<file path="config.mk">
export PLATFORM = sky130hd
export DESIGN_NAME = fp_cmd_sequencer
export DESIGN_NICKNAME = d
export VERILOG_FILES = /design/src/rtl/fps_pkg.sv /design/src/rtl/fps_regfile.sv /design/src/rtl/fp_cmd_sequencer.sv
export SDC_FILE = /design/constraint.sdc
export NUM_CORES = 1
export LEC_CHECK = 0
export ABC_AREA = 1
export CORE_UTILIZATION = 40
export DETAILED_ROUTE_END_ITERATION = 7
export PLACE_DENSITY = 0.56
export SYNTH_ARGS = -nofsm -noshare
export SYNTH_HDL_FRONTEND = slang
export SYNTH_SLANG_ARGS = --single-unit
</file>
<file path="constraint.sdc">
create_clock -name clk -period 2.25 [get_ports clk]
set_input_delay 0.3375 -clock clk [delete_from_list [all_inputs] [get_ports clk]]
set_output_delay 0.3375 -clock clk [all_outputs]
set_load 0.05 [all_outputs]
</file>
<file path="src/rtl/fps_pkg.sv">
// Shared types and defaults for the fp_cmd_sequencer slice.
package fps_pkg;

  localparam int NREGS_DEF  = 8;
  localparam int REG_AW_DEF = 3;

  typedef enum logic [1:0] {
    OP_LOAD = 2'b00,
    OP_ADD  = 2'b01,
    OP_SUB  = 2'b10,
    OP_READ = 2'b11
  } op_e;

  typedef enum logic [1:0] {
    IDLE  = 2'b00,
    ISSUE = 2'b01,
    WAIT  = 2'b10
  } state_e;

  localparam logic MODE_ADD = 1'b0;
  localparam logic MODE_SUB = 1'b1;

  // Operand bundle presented to the addsub unit for one operation.
  typedef struct packed {
    logic        mode;
    logic [31:0] op1;
    logic [31:0] op2;
  } add_req_t;

endpackage

</file>
<file path="src/rtl/fps_regfile.sv">
// Operand register file: two combinational read ports, one write port.
module fps_regfile
  import fps_pkg::*;
#(
  parameter int NREGS  = NREGS_DEF,
  parameter int REG_AW = REG_AW_DEF
) (
  input  logic              clk,
  input  logic              n_rst,
  input  logic              we,
  input  logic [REG_AW-1:0] waddr,
  input  logic [31:0]       wdata,
  input  logic [REG_AW-1:0] raddr_a,
  output logic [31:0]       rdata_a,
  input  logic [REG_AW-1:0] raddr_b,
  output logic [31:0]       rdata_b
);

  logic [NREGS-1:0][31:0] mem_q, mem_d;

  // Next contents: only the addressed entry changes on a write.
  always_comb begin
    mem_d = mem_q;
    if (we) mem_d[waddr] = wdata;
  end

  // Storage, cleared by reset.
  always_ff @(posedge clk or negedge n_rst) begin
    if (!n_rst) mem_q <= '0;
    else        mem_q <= mem_d;
  end

  assign rdata_a = mem_q[raddr_a];
  assign rdata_b = mem_q[raddr_b];

endmodule

</file>
<file path="src/rtl/fp_cmd_sequencer.sv">
// Command front-end for the single-precision addsub unit.
// Optional watchdog in WAIT enabled by defining FPS_TIMEOUT_EN.
module fp_cmd_sequencer
  import fps_pkg::*;
#(
  parameter int NREGS  = NREGS_DEF,
  parameter int REG_AW = REG_AW_DEF
`ifdef FPS_TIMEOUT_EN
  ,
  parameter int TIMEOUT_CYCLES = 64
`endif
) (
  input  logic              clk,
  input  logic              n_rst,
  input  logic              cmd_valid,
  output logic              cmd_ready,
  input  logic [1:0]        cmd_op,
  input  logic [REG_AW-1:0] cmd_dst,
  input  logic [REG_AW-1:0] cmd_src1,
  input  logic [REG_AW-1:0] cmd_src2,
  input  logic [31:0]       cmd_imm,
  output logic [31:0]       rd_data,
  output logic              rd_valid,
  output logic              add_start,
  output logic              mode,
  output logic [31:0]       op1,
  output logic [31:0]       op2,
  input  logic [31:0]       add_result,
  input  logic              add_done,
  input  logic              add_overflow,
  output logic              busy,
  output logic              ovf_sticky,
  input  logic              clr_status,
  output logic              err_timeout
);

  state_e            state_q, state_d;
  add_req_t          req_q, req_d;
  logic [REG_AW-1:0] dst_q, dst_d;
  logic [31:0]       rd_data_q, rd_data_d;
  logic              rd_valid_q, rd_valid_d;
  logic              ovf_q, ovf_d;

  logic              rf_we;
  logic [REG_AW-1:0] rf_waddr;
  logic [31:0]       rf_wdata;
  logic [31:0]       rf_rdata_a, rf_rdata_b;
  op_e               op;

`ifdef FPS_TIMEOUT_EN
  localparam int TO_W = $clog2(TIMEOUT_CYCLES + 1);
  logic [TO_W-1:0] to_cnt_q, to_cnt_d;
  logic            err_q, err_d;
`endif

  assign op = op_e'(cmd_op);

  fps_regfile #(
    .NREGS  (NREGS),
    .REG_AW (REG_AW)
  ) u_regfile (
    .clk     (clk),
    .n_rst   (n_rst),
    .we      (rf_we),
    .waddr   (rf_waddr),
    .wdata   (rf_wdata),
    .raddr_a (cmd_src1),
    .rdata_a (rf_rdata_a),
    .raddr_b (cmd_src2),
    .rdata_b (rf_rdata_b)
  );

  // Next-state, operand latching, register writes and status updates.
  always_comb begin
    state_d    = state_q;
    req_d      = req_q;
    dst_d      = dst_q;
    rd_data_d  = rd_data_q;
    rd_valid_d = 1'b0;
    ovf_d      = ovf_q;
    rf_we      = 1'b0;
    rf_waddr   = cmd_dst;
    rf_wdata   = cmd_imm;
`ifdef FPS_TIMEOUT_EN
    to_cnt_d   = to_cnt_q;
    err_d      = err_q;
    if (clr_status) err_d = 1'b0;
`endif
    // Clear first so a same-cycle overflow completion sets it again.
    if (clr_status) ovf_d = 1'b0;

    case (state_q)
      IDLE: begin
        if (cmd_valid) begin
          case (op)
            OP_LOAD: rf_we = 1'b1;
            OP_READ: begin
              rd_data_d  = rf_rdata_a;
              rd_valid_d = 1'b1;
            end
            OP_ADD, OP_SUB: begin
              // Operands captured now, so src == dst is harmless.
              req_d.op1  = rf_rdata_a;
              req_d.op2  = rf_rdata_b;
              req_d.mode = (op == OP_SUB) ? MODE_SUB : MODE_ADD;
              dst_d      = cmd_dst;
              state_d    = ISSUE;
            end
            default: ;
          endcase
        end
      end
      ISSUE: begin
        state_d = WAIT;
`ifdef FPS_TIMEOUT_EN
        to_cnt_d = '0;
`endif
      end
      WAIT: begin
        if (add_done) begin
          rf_we    = 1'b1;
          rf_waddr = dst_q;
          rf_wdata = add_result;
          if (add_overflow) ovf_d = 1'b1;
          state_d  = IDLE;
        end
`ifdef FPS_TIMEOUT_EN
        else if (to_cnt_q == TO_W'(TIMEOUT_CYCLES - 1)) begin
          // Unit never answered: abandon without writeback.
          err_d   = 1'b1;
          state_d = IDLE;
        end else begin
          to_cnt_d = to_cnt_q + TO_W'(1);
        end
`endif
      end
      default: state_d = IDLE;
    endcase
  end

  // Sequencer state and output registers.
  always_ff @(posedge clk or negedge n_rst) begin
    if (!n_rst) begin
      state_q    <= IDLE;
      req_q      <= '0;
      dst_q      <= '0;
      rd_data_q  <= '0;
      rd_valid_q <= 1'b0;
      ovf_q      <= 1'b0;
    end else begin
      state_q    <= state_d;
      req_q      <= req_d;
      dst_q      <= dst_d;
      rd_data_q  <= rd_data_d;
      rd_valid_q <= rd_valid_d;
      ovf_q      <= ovf_d;
    end
  end

`ifdef FPS_TIMEOUT_EN
  // Watchdog counter and sticky timeout flag.
  always_ff @(posedge clk or negedge n_rst) begin
    if (!n_rst) begin
      to_cnt_q <= '0;
      err_q    <= 1'b0;
    end else begin
      to_cnt_q <= to_cnt_d;
      err_q    <= err_d;
    end
  end
  assign err_timeout = err_q;
`else
  assign err_timeout = 1'b0;
`endif

  assign cmd_ready  = (state_q == IDLE);
  assign busy       = (state_q != IDLE);
  assign add_start  = (state_q == ISSUE);
  assign mode       = req_q.mode;
  assign op1        = req_q.op1;
  assign op2        = req_q.op2;
  assign rd_data    = rd_data_q;
  assign rd_valid   = rd_valid_q;
  assign ovf_sticky = ovf_q;

endmodule
</file>
[Word-level counts from Yosys, hierarchy flattened]
Cells that the tools add are included.
Widths: inputs -> output; s select.
Storage, ports and cells
  register bits after elaboration: 360
  output and inout port bits: 103
  logic and storage cells: 63
Operators by class
  magnitude comparators: 4
  eq/ne operators: 8
  muxes and demuxes: 27
  reductions and logical operators: 8
Operators with widths (count)
  $bwmux 256: 1
  $bmux 32 s3: 2
  $mux 32: 5
  $demux 32 s3: 1
  $lt 3x4->1 const B: 3
  $mux 1: 11
  $reduce_and 3->1: 3
  $eq 2x2->1 const B: 3
  $mux 2: 3
  $mux 3: 2
  $pmux 2 s3: 1
  $eq 2x1->1 const B: 2
  $logic_not 2->1: 2
  $ne 2x2->1 const B: 2
  $ge 3x1->1 const B: 1
  $ne 2x1->1 const B: 1
  $pmux 1 s2: 1
  $reduce_bool 2->1: 1
  $reduce_or 2->1: 1
  $logic_and 1x1->1: 1

[Depth between registers and ports, before layout]
  word-level depth: 7
  gate-level depth with buffers: 12
  mapped depth without buffers: 11

[Cells and area by module]
Synthesis repeated with hierarchy kept, for this count alone.
Unflattened totals
  cells, all modules: 2890
  area total of the unflattened synthesis: 19532.5 µm²
Modules (own cells, without submodules)
  fps_regfile: instances 1, cells an instance 2311, area an instance 14880.5 µm²
  fp_cmd_sequencer: instances 1, cells an instance 579, area an instance 4652.0 µm²

[Worst setup path before layout]
Ideal clock, no wire load.
  path type: register to register
  from: reg state_q[1]
  to: reg req_q (netlist bit op1[10])
  setup time: 0.066 ns
  arrival time: 1.730 ns
  data required time: 2.184 ns
  slack: 0.455 ns
  stages on the path, launching flop included: 9
  buffers on the path: 3
  cells stage by stage: dfrtp_1 buf_4 nor2_4 nand3_1 inv_1 buf_2 buf_2 nand3_1 nand2_1
On the way
  longest elaborated chain between the ends: 2
RTL lines
  start, declared: line fp_cmd_sequencer.sv:37  | state_e state_q, state_d;
  start signal, assigned: line fp_cmd_sequencer.sv:151  | state_q <= state_d;
  $logic_not 2->1
  via cmd_ready: line fp_cmd_sequencer.sv:16  | output logic cmd_ready,
  $reduce_and 3->1 (no source line)
  end signal, assigned: line fp_cmd_sequencer.sv:152  | req_q <= req_d;
  end, declared: line fp_cmd_sequencer.sv:38  | add_req_t req_q, req_d;
The timed path passes the listed nets, and every way through them passes these cells.
A chain may end at the register's enable or synchronous reset.

[Worst setup path in the final report]
  from: reg req_q (netlist bit op2[18])
  to: out op2[18]
RTL lines
  end, declared: line fp_cmd_sequencer.sv:27  | output logic [31:0] op2,
No word-level cell between the ends.

==> impl_results.md <==
- Register-to-register setup slack: 0.19 ns
- Setup Skew: 0.0160 ns
- IO Port Bufs: 182
- Die X: 221 um
- Per-cell routed wire length: 19.6 um
- Drt pass-1 iters: 8
- RSZ-0062 raised after global routing: false
- Static Leakage: 12.1 nW
- CP max stage delay: 0.83 ns
- Maximum vdd drop: 0.000751 V
- Total of max-cap violations: 0
- Final Hold Vio Count: 0
- Synth cell types: 24
- Slew Viols, Final: 0
- Highest clock rate: 467 MHz
- Most frequent cells after synthesis: nand2_1 (1,209), nand3_1 (388), dfrtp_1 (360)
- Cells after synthesis: 2,653
- CTS H-tree depth: 2
- Asr flop ratio synth: 100%
- CTS Buf Count: 42
- Post-synth top area cell: dfrtp_1
- Ys flop type: dfrtp_1
- CP bufs+invs: 1
- Vias/cell: 5.41
- Mapped Area: 19,100 um^2
- Min Hold Slack: 0.317 ns
- CTS tree: done
- Nets: 2,896
- Root buf cell: clkbuf_16
- Crit-path cells: clkdlybuf4s50_1
- Req. time, crit path: 1.91 ns
- CP max FO: 2
- Io pins: 184
- Min cycle time layout: 2.14 ns
- Post-DP HPWL: 43.3 mm
- Top cells by area, synth: dfrtp_1 (47%), nand2_1 (24%), nand3_1 (10%)
- Period utilization: 95.2%
- Vias in the first global route: 18,100
- PwrDens: 1240 nW/um^2
- Layout cells sized above 1: 9.21%
- CP startpoint kind: flip-flop
- EDFF count, synth: 0
- Failing checks: design-rule violations
- Path category of the worst min-delay check: in -> async
- Final Non-Filler Cells: 3,452
- Inst Count DP: 3,374
- Routed wire length: 67.7 mm
- Yosys top cell area share: 47.2%
- Sequential element share of the synthesized area: 47.2%
- Clock transition at the registers of the reported paths: 0.06 ns
- First-pass GRT wire length: 105 mm
- YS warnings: 0
- Fin Setup TNS: 0 ns
- Synthesized area per cell: 7.20 um^2
- Slew headroom: 52.5%
- Starting density of the core: 40.8%
- Most frequent cell after synthesis: nand2_1
- Vias: 18,700
- Largest net degree at the start of global routing: 73
- Initial antenna violation count: 1
- Total Routing Usage GR: 28.4%
- Rows: 79
- Die Area: 48,600 um^2
- CTS sink cnt: 360
- Core area: 46,900 um^2
- Syn_nets: 2,737
- Critical path class: reg -> out
- Clock latency on the worst-skew pair: 0.58 ns
- Global route overflow: 0
- Routability congestion estimate: 0.831
- DR DRC count: 10
- Worst Tran Pin Value: 0.712 ns
- Final ANT Viol Nets: 0
- Status: finished with violations
- Flops & latches, synth: 360
- Slowest cell on crit path: clkdlybuf4s50_1
- FILL cells: 4,605
- Initial DRC count: 1,649
- Max Root-Sink Buffers: 3
- Endpoint class of the critical path: output pin
- Final setup vio count: 0
- Die span in y: 221 um
- Worst EP arrival: 1.80 ns
- CP delay by family, top: buffers and inverters
- Layout area overhead: 24.1%
registers in the layout, indices dropped and copies added, names as in the netlist:
register,cells
op1,32
dst_q,3
state_q,2
op2,32
rd_data,32
u_regfile.mem_q,256
rd_valid,1
ovf_sticky,1
mode,1
routing by layer:
metal	up-vias	share of wire, %	GRT usage [%]
met4	0	3.4	10.6
li1	8838	-	-
met1	8940	44	38.7
met5	-	0	0
met2	740	46	45.6
met3	157	6.9	4.36
final cells by class:
| class | instances | area, um^2 | share of cell area [%] |
|---|---|---|---|
| clock buffers | 62 | 1270 | 5.35 |
| diodes | 1 | 2.50 | 0.0106 |
| well taps | 607 | 759 | 3.21 |
| inverters | 150 | 563 | 2.38 |
| clock inverters | 14 | 103 | 0.433 |
| multi-input cells | 1954 | 8740 | 36.9 |
| flip-flops and latches | 360 | 9010 | 38.0 |
| repair buffers | 304 | 3250 | 13.7 |
cell families (layout without fill, tap and decap cells):
kind of cell,Yosys count,in the layout,synth area share [%]
other,1,2,0.0196
adder cells (fa/ha/maj),3,3,0.197
buffers and inverters,339,530,7.40
AND/OR/NAND/NOR,1713,1713,37.0
AO/OA/AOI/OAI,237,237,8.21
flip-flops,360,360,47.2
power by group:
part           internal [mW]  switching (mW)  leakage, nW
combinational           3.84            7.14         6.82
clock                   4.01            2.81        0.690
sequential              9.51            2.01         4.62
through the flow:
| stage | area (um^2) | util [%] | worst slack, ns | power (mW) |
|---|---|---|---|---|
| 4_1_cts | 23700 | 50.6 | 0.0802 | 29.5 |
| 3_3_place_gp | 22300 | 47.6 | -0.170 | 22.3 |
| 6_report | 23700 | 50.6 | 0.108 | 29.3 |
| 5_1_grt | 23700 | 50.6 | 0.0313 | 31.3 |
| 3_5_place_dp | 22300 | 47.6 | -0.247 | 22.5 |
| 2_1_floorplan | 19100 | - | 0.455 | 18.7 |
path summary, 6_finish.rpt:
kind,endpoint,cells past startpoint,startpoint
max in group asynchronous,op1[30]$_DFFE_PN0P_,3,n_rst
hold reg to reg,u_regfile.mem_q[115]$_DFFE_PN0P_,2,u_regfile.mem_q[115]$_DFFE_PN0P_
setup / recovery,op2[18],1,op2[18]$_DFFE_PN0P_
min in group clk,ovf_sticky$_DFF_PN0_,2,clr_status
setup reg to reg,u_regfile.mem_q[135]$_DFFE_PN0P_,7,state_q[1]$_DFFE_PN0P_
hold / removal,op1[7]$_DFFE_PN0P_,2,n_rst
timing repair:
action                                  in CTS  in global routing
resized for setup                            2                  0
hold endpoints to repair                    41                  0
buffers inserted                             0                  0
endpoints found under the setup margin       2                  0
hold buffers                                 1                  0
layout by cell type (no fill, tap or decap), drive strengths merged:
| master | n |
|---|---|
| a21oi | 40 |
| buf | 129 |
| bufinv | 1 |
| clkbuf | 62 |
| clkdlybuf4s50 | 172 |
| clkinv | 13 |
| conb | 1 |
| dfrtp | 360 |
| diode | 1 |
| dlygate4sd2 | 2 |
| dlygate4sd3 | 1 |
| ha | 3 |
| inv | 150 |
| nand2 | 1211 |
| nand3 | 389 |
| nand4 | 4 |
| nor2 | 77 |
| o211ai | 152 |
| o21ai | 44 |
| o21bai | 1 |
| or2 | 32 |
Power figures use the tool's default switching activity.
